### config.mk
export PLATFORM = sky130hd
export DESIGN_NAME = mcu_state_ctrl
export DESIGN_NICKNAME = d
export VERILOG_FILES = /design/src/rtl/mcu_pkg.sv /design/src/rtl/mcu_boot_copier.sv /design/src/rtl/mcu_state_ctrl.sv
export SDC_FILE = /design/constraint.sdc
export NUM_CORES = 1
export LEC_CHECK = 0
export ABC_AREA = 1
export CORE_ASPECT_RATIO = 1.2
export CORE_MARGIN = 5
export CORE_UTILIZATION = 37
export CTS_CLUSTER_DIAMETER = 100
export DETAILED_ROUTE_END_ITERATION = 8
export PLACE_DENSITY = 0.88
export SKIP_LAST_GASP = 1
export SLEW_MARGIN = 20
export SYNTH_ARGS = -nofsm -noshare
export SYNTH_HDL_FRONTEND = slang
export SYNTH_SLANG_ARGS = --single-unit
export TNS_END_PERCENT = 5
### constraint.sdc
create_clock -name i_clk -period 1.2 [get_ports i_clk]
set_input_delay 0.3 -clock i_clk [delete_from_list [all_inputs] [get_ports i_clk]]
set_output_delay 0.3 -clock i_clk [all_outputs]
set_load 0.01 [all_outputs]
### src/rtl/mcu_pkg.sv
// ============================================================================
// Module      : mcu_pkg
// Description : Shared MCU types: control FSM state encoding and boot length.
// Revision    : 1.0 - initial release
// ============================================================================
`default_nettype none

package mcu_pkg;

    localparam int BOOT_LEN_DEFAULT = 256;

    typedef enum logic [1:0] {
        ST_BOOT    = 2'd0,
        ST_RUN     = 2'd1,
        ST_PAUSING = 2'd2,
        ST_PAUSED  = 2'd3
    } mcu_state_e;

endpackage

`default_nettype wire

### src/rtl/mcu_boot_copier.sv
// ============================================================================
// Module      : mcu_boot_copier
// Description : Streams boot words into memory and flags the final transfer.
// Revision    : 1.0 - initial release
// ============================================================================
`default_nettype none

module mcu_boot_copier
    import mcu_pkg::*;
#(
    parameter int BOOT_LEN = BOOT_LEN_DEFAULT
) (
    input  logic        i_clk,
    input  logic        i_rstn,
    input  logic        i_active,
    input  logic [15:0] i_srcData,
    input  logic        i_srcValid,
    output logic        o_srcReady,
    output logic [15:0] o_bootAddr,
    output logic [15:0] o_bootData,
    output logic        o_bootWr,
    output logic        o_lastWord
);

    localparam logic [14:0] c_LAST_CNT = 15'(BOOT_LEN - 1);

    logic [14:0] wordCnt_q;
    logic [14:0] wordCnt_d;
    logic        w_xfer;

    assign w_xfer     = i_active & i_srcValid;
    assign o_lastWord = w_xfer & (wordCnt_q == c_LAST_CNT);

    assign o_srcReady = i_active;
    assign o_bootWr   = w_xfer;
    assign o_bootData = i_srcData;
    assign o_bootAddr = {wordCnt_q, 1'b0};

    // Cleared on the final word so a 32768-word image never relies on wrap.
    always_comb begin
        wordCnt_d = wordCnt_q;
        if (o_lastWord) begin
            wordCnt_d = '0;
        end else if (w_xfer) begin
            wordCnt_d = wordCnt_q + 15'd1;
        end
    end

    always_ff @(posedge i_clk or negedge i_rstn) begin
        if (!i_rstn) begin
            wordCnt_q <= '0;
        end else begin
            wordCnt_q <= wordCnt_d;
        end
    end

endmodule

`default_nettype wire

### src/rtl/mcu_state_ctrl.sv
// ============================================================================
// Module      : mcu_state_ctrl
// Description : MCU boot/run/pause sequencer with boot-image copier.
// Revision    : 1.0 - initial release
// ============================================================================
`default_nettype none

module mcu_state_ctrl
    import mcu_pkg::*;
#(
    parameter int BOOT_LEN = BOOT_LEN_DEFAULT
) (
    input  logic        i_clk,
    input  logic        i_rstn,
    input  logic [15:0] i_srcData,
    input  logic        i_srcValid,
    output logic        o_srcReady,
    output logic [15:0] o_bootAddr,
    output logic [15:0] o_bootData,
    output logic        o_bootWr,
    output logic        o_bootOwnsBus,
    output logic        o_isBooted,
    input  logic        i_doPause,
    input  logic        i_extPause,
    output logic        o_startPause,
    input  logic        i_nowPaused,
    input  logic        i_resume,
    output logic        o_isPaused
);

    mcu_state_e state_q;
    logic       isBooted_q;
    logic       startPause_q;
    logic       isPaused_q;
    logic       w_lastWord;

    mcu_boot_copier #(
        .BOOT_LEN (BOOT_LEN)
    ) u_copier (
        .i_clk      (i_clk),
        .i_rstn     (i_rstn),
        .i_active   (~isBooted_q),
        .i_srcData  (i_srcData),
        .i_srcValid (i_srcValid),
        .o_srcReady (o_srcReady),
        .o_bootAddr (o_bootAddr),
        .o_bootData (o_bootData),
        .o_bootWr   (o_bootWr),
        .o_lastWord (w_lastWord)
    );

    // isBooted_q is high exactly outside BOOT, so it doubles as the bus-ownership select.
    always_ff @(posedge i_clk or negedge i_rstn) begin
        if (!i_rstn) begin
            state_q      <= ST_BOOT;
            isBooted_q   <= 1'b0;
            startPause_q <= 1'b0;
            isPaused_q   <= 1'b0;
        end else begin
            case (state_q)
                ST_BOOT: begin
                    if (w_lastWord) begin
                        state_q    <= ST_RUN;
                        isBooted_q <= 1'b1;
                    end
                end
                ST_RUN: begin
                    if (i_doPause | i_extPause) begin
                        state_q      <= ST_PAUSING;
                        startPause_q <= 1'b1;
                    end
                end
                ST_PAUSING: begin
                    if (i_nowPaused) begin
                        state_q    <= ST_PAUSED;
                        isPaused_q <= 1'b1;
                    end
                end
                ST_PAUSED: begin
                    if (i_resume) begin
                        state_q      <= ST_RUN;
                        startPause_q <= 1'b0;
                        isPaused_q   <= 1'b0;
                    end
                end
                default: begin
                    state_q      <= ST_BOOT;
                    isBooted_q   <= 1'b0;
                    startPause_q <= 1'b0;
                    isPaused_q   <= 1'b0;
                end
            endcase
        end
    end

    assign o_bootOwnsBus = ~isBooted_q;
    assign o_isBooted    = isBooted_q;
    assign o_startPause  = startPause_q;
    assign o_isPaused    = isPaused_q;

endmodule

`default_nettype wire

==> impl_metrics.env, run 1 <==
export IMPL_drive_above_1_share_pct=26.32
export IMPL_powerDensity_nw_per_um2=699.8
export IMPL_synth_compound_area_share_pct=4.785
export IMPL_syn_num_nets=193
export IMPL_syn_area_um2=1308
export IMPL_skew_ps=2.917
export IMPL_drt_initial_drc_count=30
export IMPL_chipWidth_um=64.27
export IMPL_coreArea_um2=3367
export IMPL_h_tree_depth=1
export IMPL_clkSinkCount=20
export IMPL_cp_arrival_ps=1110
export IMPL_place_gp_congestion=0.8935
export IMPL_synthMuxAreaShare_pct=0
export IMPL_worst_path_buf_inv=2
export IMPL_crit_path_max_fanout=3
export IMPL_synth_warning_count=0
export IMPL_fin_crit_sh_pct=117.3
export IMPL_max_stage_delay_ps=420
export IMPL_vias=1159
export IMPL_slowest_stage="dfrtp_1"
export IMPL_yosysTopAreaCellShare_pct=38.28
export IMPL_fin_crit_ps=1408
export IMPL_worstSetupStartpointType="register"
export IMPL_drt_pre_antenna_iters=4
export IMPL_outcome="finished with violations"
export IMPL_synth_cells_most_frequent="nand2_1 (34), inv_1 (22), dfrtp_1 (20), buf_4 (18), nor2_1 (14)"
export IMPL_wl_um=2849
export IMPL_place_hpwl_um=2142
export IMPL_cts_inserted_buffers=3
export IMPL_grt_pass1_wl_um=4974
export IMPL_synthCells=164
export IMPL_power_mw=1.274
export IMPL_nets=239
export IMPL_path_cells="buf_4 -> dlygate4sd2_1"
export IMPL_synth_xor_area_share_pct=4.689
export IMPL_fill_cells=289
export IMPL_cts_tree="yes"
export IMPL_yosysUniqueCellTypes=24
export IMPL_synth_top_family_by_area="simple AND/OR/NAND/NOR gates"
export IMPL_synthTopCellsByArea="dfrtp_1 (38%), buf_4 (10%), nand2_1 (9.8%)"
export IMPL_dominantRegCellSynth="dfrtp_1"
export IMPL_post_dp_cell_area_um2=1697
export IMPL_avgSynthCellArea_um2=7.973
export IMPL_drt_wirelength_per_cell_um=11.58
export IMPL_fin_cells=246
export IMPL_hold_buffers=0
export IMPL_setup_slack_ps=-207.9
export IMPL_synth_simple_gate_area_share_pct=29.28
export IMPL_clk_latency_ps=260
export IMPL_area_growth_pct=39.23
export IMPL_synth_edf_count=0
export IMPL_async_reset_ff_share_pct=100.0
export IMPL_antenna_left=0
export IMPL_drv_slew=0
export IMPL_ys_ff_latch=20
export IMPL_ys_seq_area_share_pct=38.28
export IMPL_rsz0062_at_grt="true"
export IMPL_end_kind="primary output"
export IMPL_cp_data_required_time_ps=900
export IMPL_hold_violations=0
export IMPL_io_pins=61
export IMPL_setup_viol=39
export IMPL_start_util_pct=38.83
export IMPL_peakVddDrop_v=0.0003661
export IMPL_violations="negative setup slack"
export IMPL_die_h_um=75.12
export IMPL_cts_buffer_depth=2
export IMPL_cpLargestDelayFamily="buffers and inverters"
export IMPL_synthAdderAreaFrac_pct=5.742
export IMPL_synth_most_common_cell="nand2_1"
export IMPL_multiInputGateArea_um2=635.6
export IMPL_first_global_vias=1135
export IMPL_cts_root_buf="clkbuf_8"
export IMPL_drc=0
export IMPL_max_freq_ghz=0.7103
export IMPL_hold_path_class="primary input to asynchronous set/reset pin"
export IMPL_dieArea_um2=4828
export IMPL_stdcell_area_um2=1821
export IMPL_path_class="register to primary output"
export IMPL_clk_pin_slew_worst_paths_ps=80
export IMPL_grtUsageTotal_pct=12.74
export IMPL_row_count=23
export IMPL_seq_area_um2=500.5
export IMPL_diodes=0
export IMPL_portBuffers=27
export IMPL_placedCellCount=236
export IMPL_yosys_area_top_type="dfrtp_1"
export IMPL_grt_overflow=0
export IMPL_maxCapViolCount=0
export IMPL_final_core_util_pct=54.07
export IMPL_via_per_inst=4.711
export IMPL_p_leak_nw=0.9691
export IMPL_grt_max_degree=21
export IMPL_antenna_found_initial=0
metrics by stage:
| step | setup WS (ps) | hold slack, ps | TNS [ps] |
|---|---|---|---|
| after global routing | -290.4 | 396.1 | -6511 |
| after global placement | -545.7 | 472.1 | -7219 |
| after detailed placement | -567.3 | 485.7 | -7910 |
| after floorplan | -163.7 | 4.409 | -921.7 |
| after CTS | -197.1 | 385.1 | -4287 |
| final | -207.9 | 380.2 | -3734 |
state kept, by name (all words and copies together), names as in the netlist:
register / cells
o_isBooted: 1
o_isPaused: 1
o_startPause: 1
state_q: 2
u_copier.wordCnt_q: 15
cells in the final DEF, fill, tap and decap left out, drive strengths merged:
cell type / netlist / routed
xnor2: 2 / 2
dlygate4sd2: 0 / 18
nand3b: 1 / 1
nor3b: 1 / 1
nand3: 12 / 12
nor2: 19 / 19
dlymetal6s2s: 0 / 1
clkdlybuf4s50: 0 / 5
a21oi: 2 / 2
xor2: 5 / 5
o211ai: 1 / 1
nand4: 2 / 2
o21ai: 9 / 9
inv: 23 / 23
nand2: 36 / 36
clkbuf: 0 / 4
and3: 1 / 1
ha: 6 / 6
conb: 1 / 1
dfrtp: 20 / 20
nor3: 5 / 5
buf: 18 / 35
final cells by class:
type	count	share of cell area [%]
Sequential cell	20	27.49
Tap cell	37	2.543
Timing Repair Buffer	59	27.01
Multi-Input combinational cell	103	34.91
Clock buffer	4	3.024
Inverter	23	5.017
per-layer routing:
layer,global-route usage (%),vias to the layer above,part of all wire (%)
met3,2.687,3,6.3
met1,15.62,550,39
met5,0,-,0
met4,3.394,0,1.1
met2,22.68,24,53
li1,-,582,-
path summary, 6_finish.rpt:
kind                                       start  cells after the start                      to  slack [ps]
min in group i_clk                    o_isPaused                      2              o_isPaused         490
hold reg to reg                       o_isPaused                      2              o_isPaused         490
setup reg to reg           u_copier.wordCnt_q[0]                      7  u_copier.wordCnt_q[14]        -200
setup / recovery           u_copier.wordCnt_q[0]                      2           o_bootAddr[1]        -210
hold / removal                            i_rstn                      2   u_copier.wordCnt_q[7]         380
max in group asynchronous                 i_rstn                      2  u_copier.wordCnt_q[10]         680
power breakdown:
part / switching (mW) / internal, mW / total (mW) / leakage [nW]
clock network: 0.232 / 0.292 / 0.524 / 0.0288
registers: 0.00267 / 0.677 / 0.679 / 0.244
logic: 0.0337 / 0.0366 / 0.0703 / 0.697
total: 0.268 / 1.01 / 1.27 / 0.969
what timing repair did:
action	in CTS	in global routing
cloned	0	0
resized for setup	34	11
pin swaps	4	5
endpoints found under the setup margin	39	41
buffers inserted	4	2
cells by family after synthesis:
logic type / Yosys count
simple gates: 77
buf+inv: 41
flops: 20
compound gates: 12
xor+xnor: 7
fa+ha+maj: 6
other cells: 1
(Power assumes the default switching activity.)
==> inputs of run 2 (changes only) <==
GPL_ROUTABILITY_DRIVEN = 0   (was unset)
==> results of run 2 <==
Final layout, timing and power as in run 1 (identical DEF).
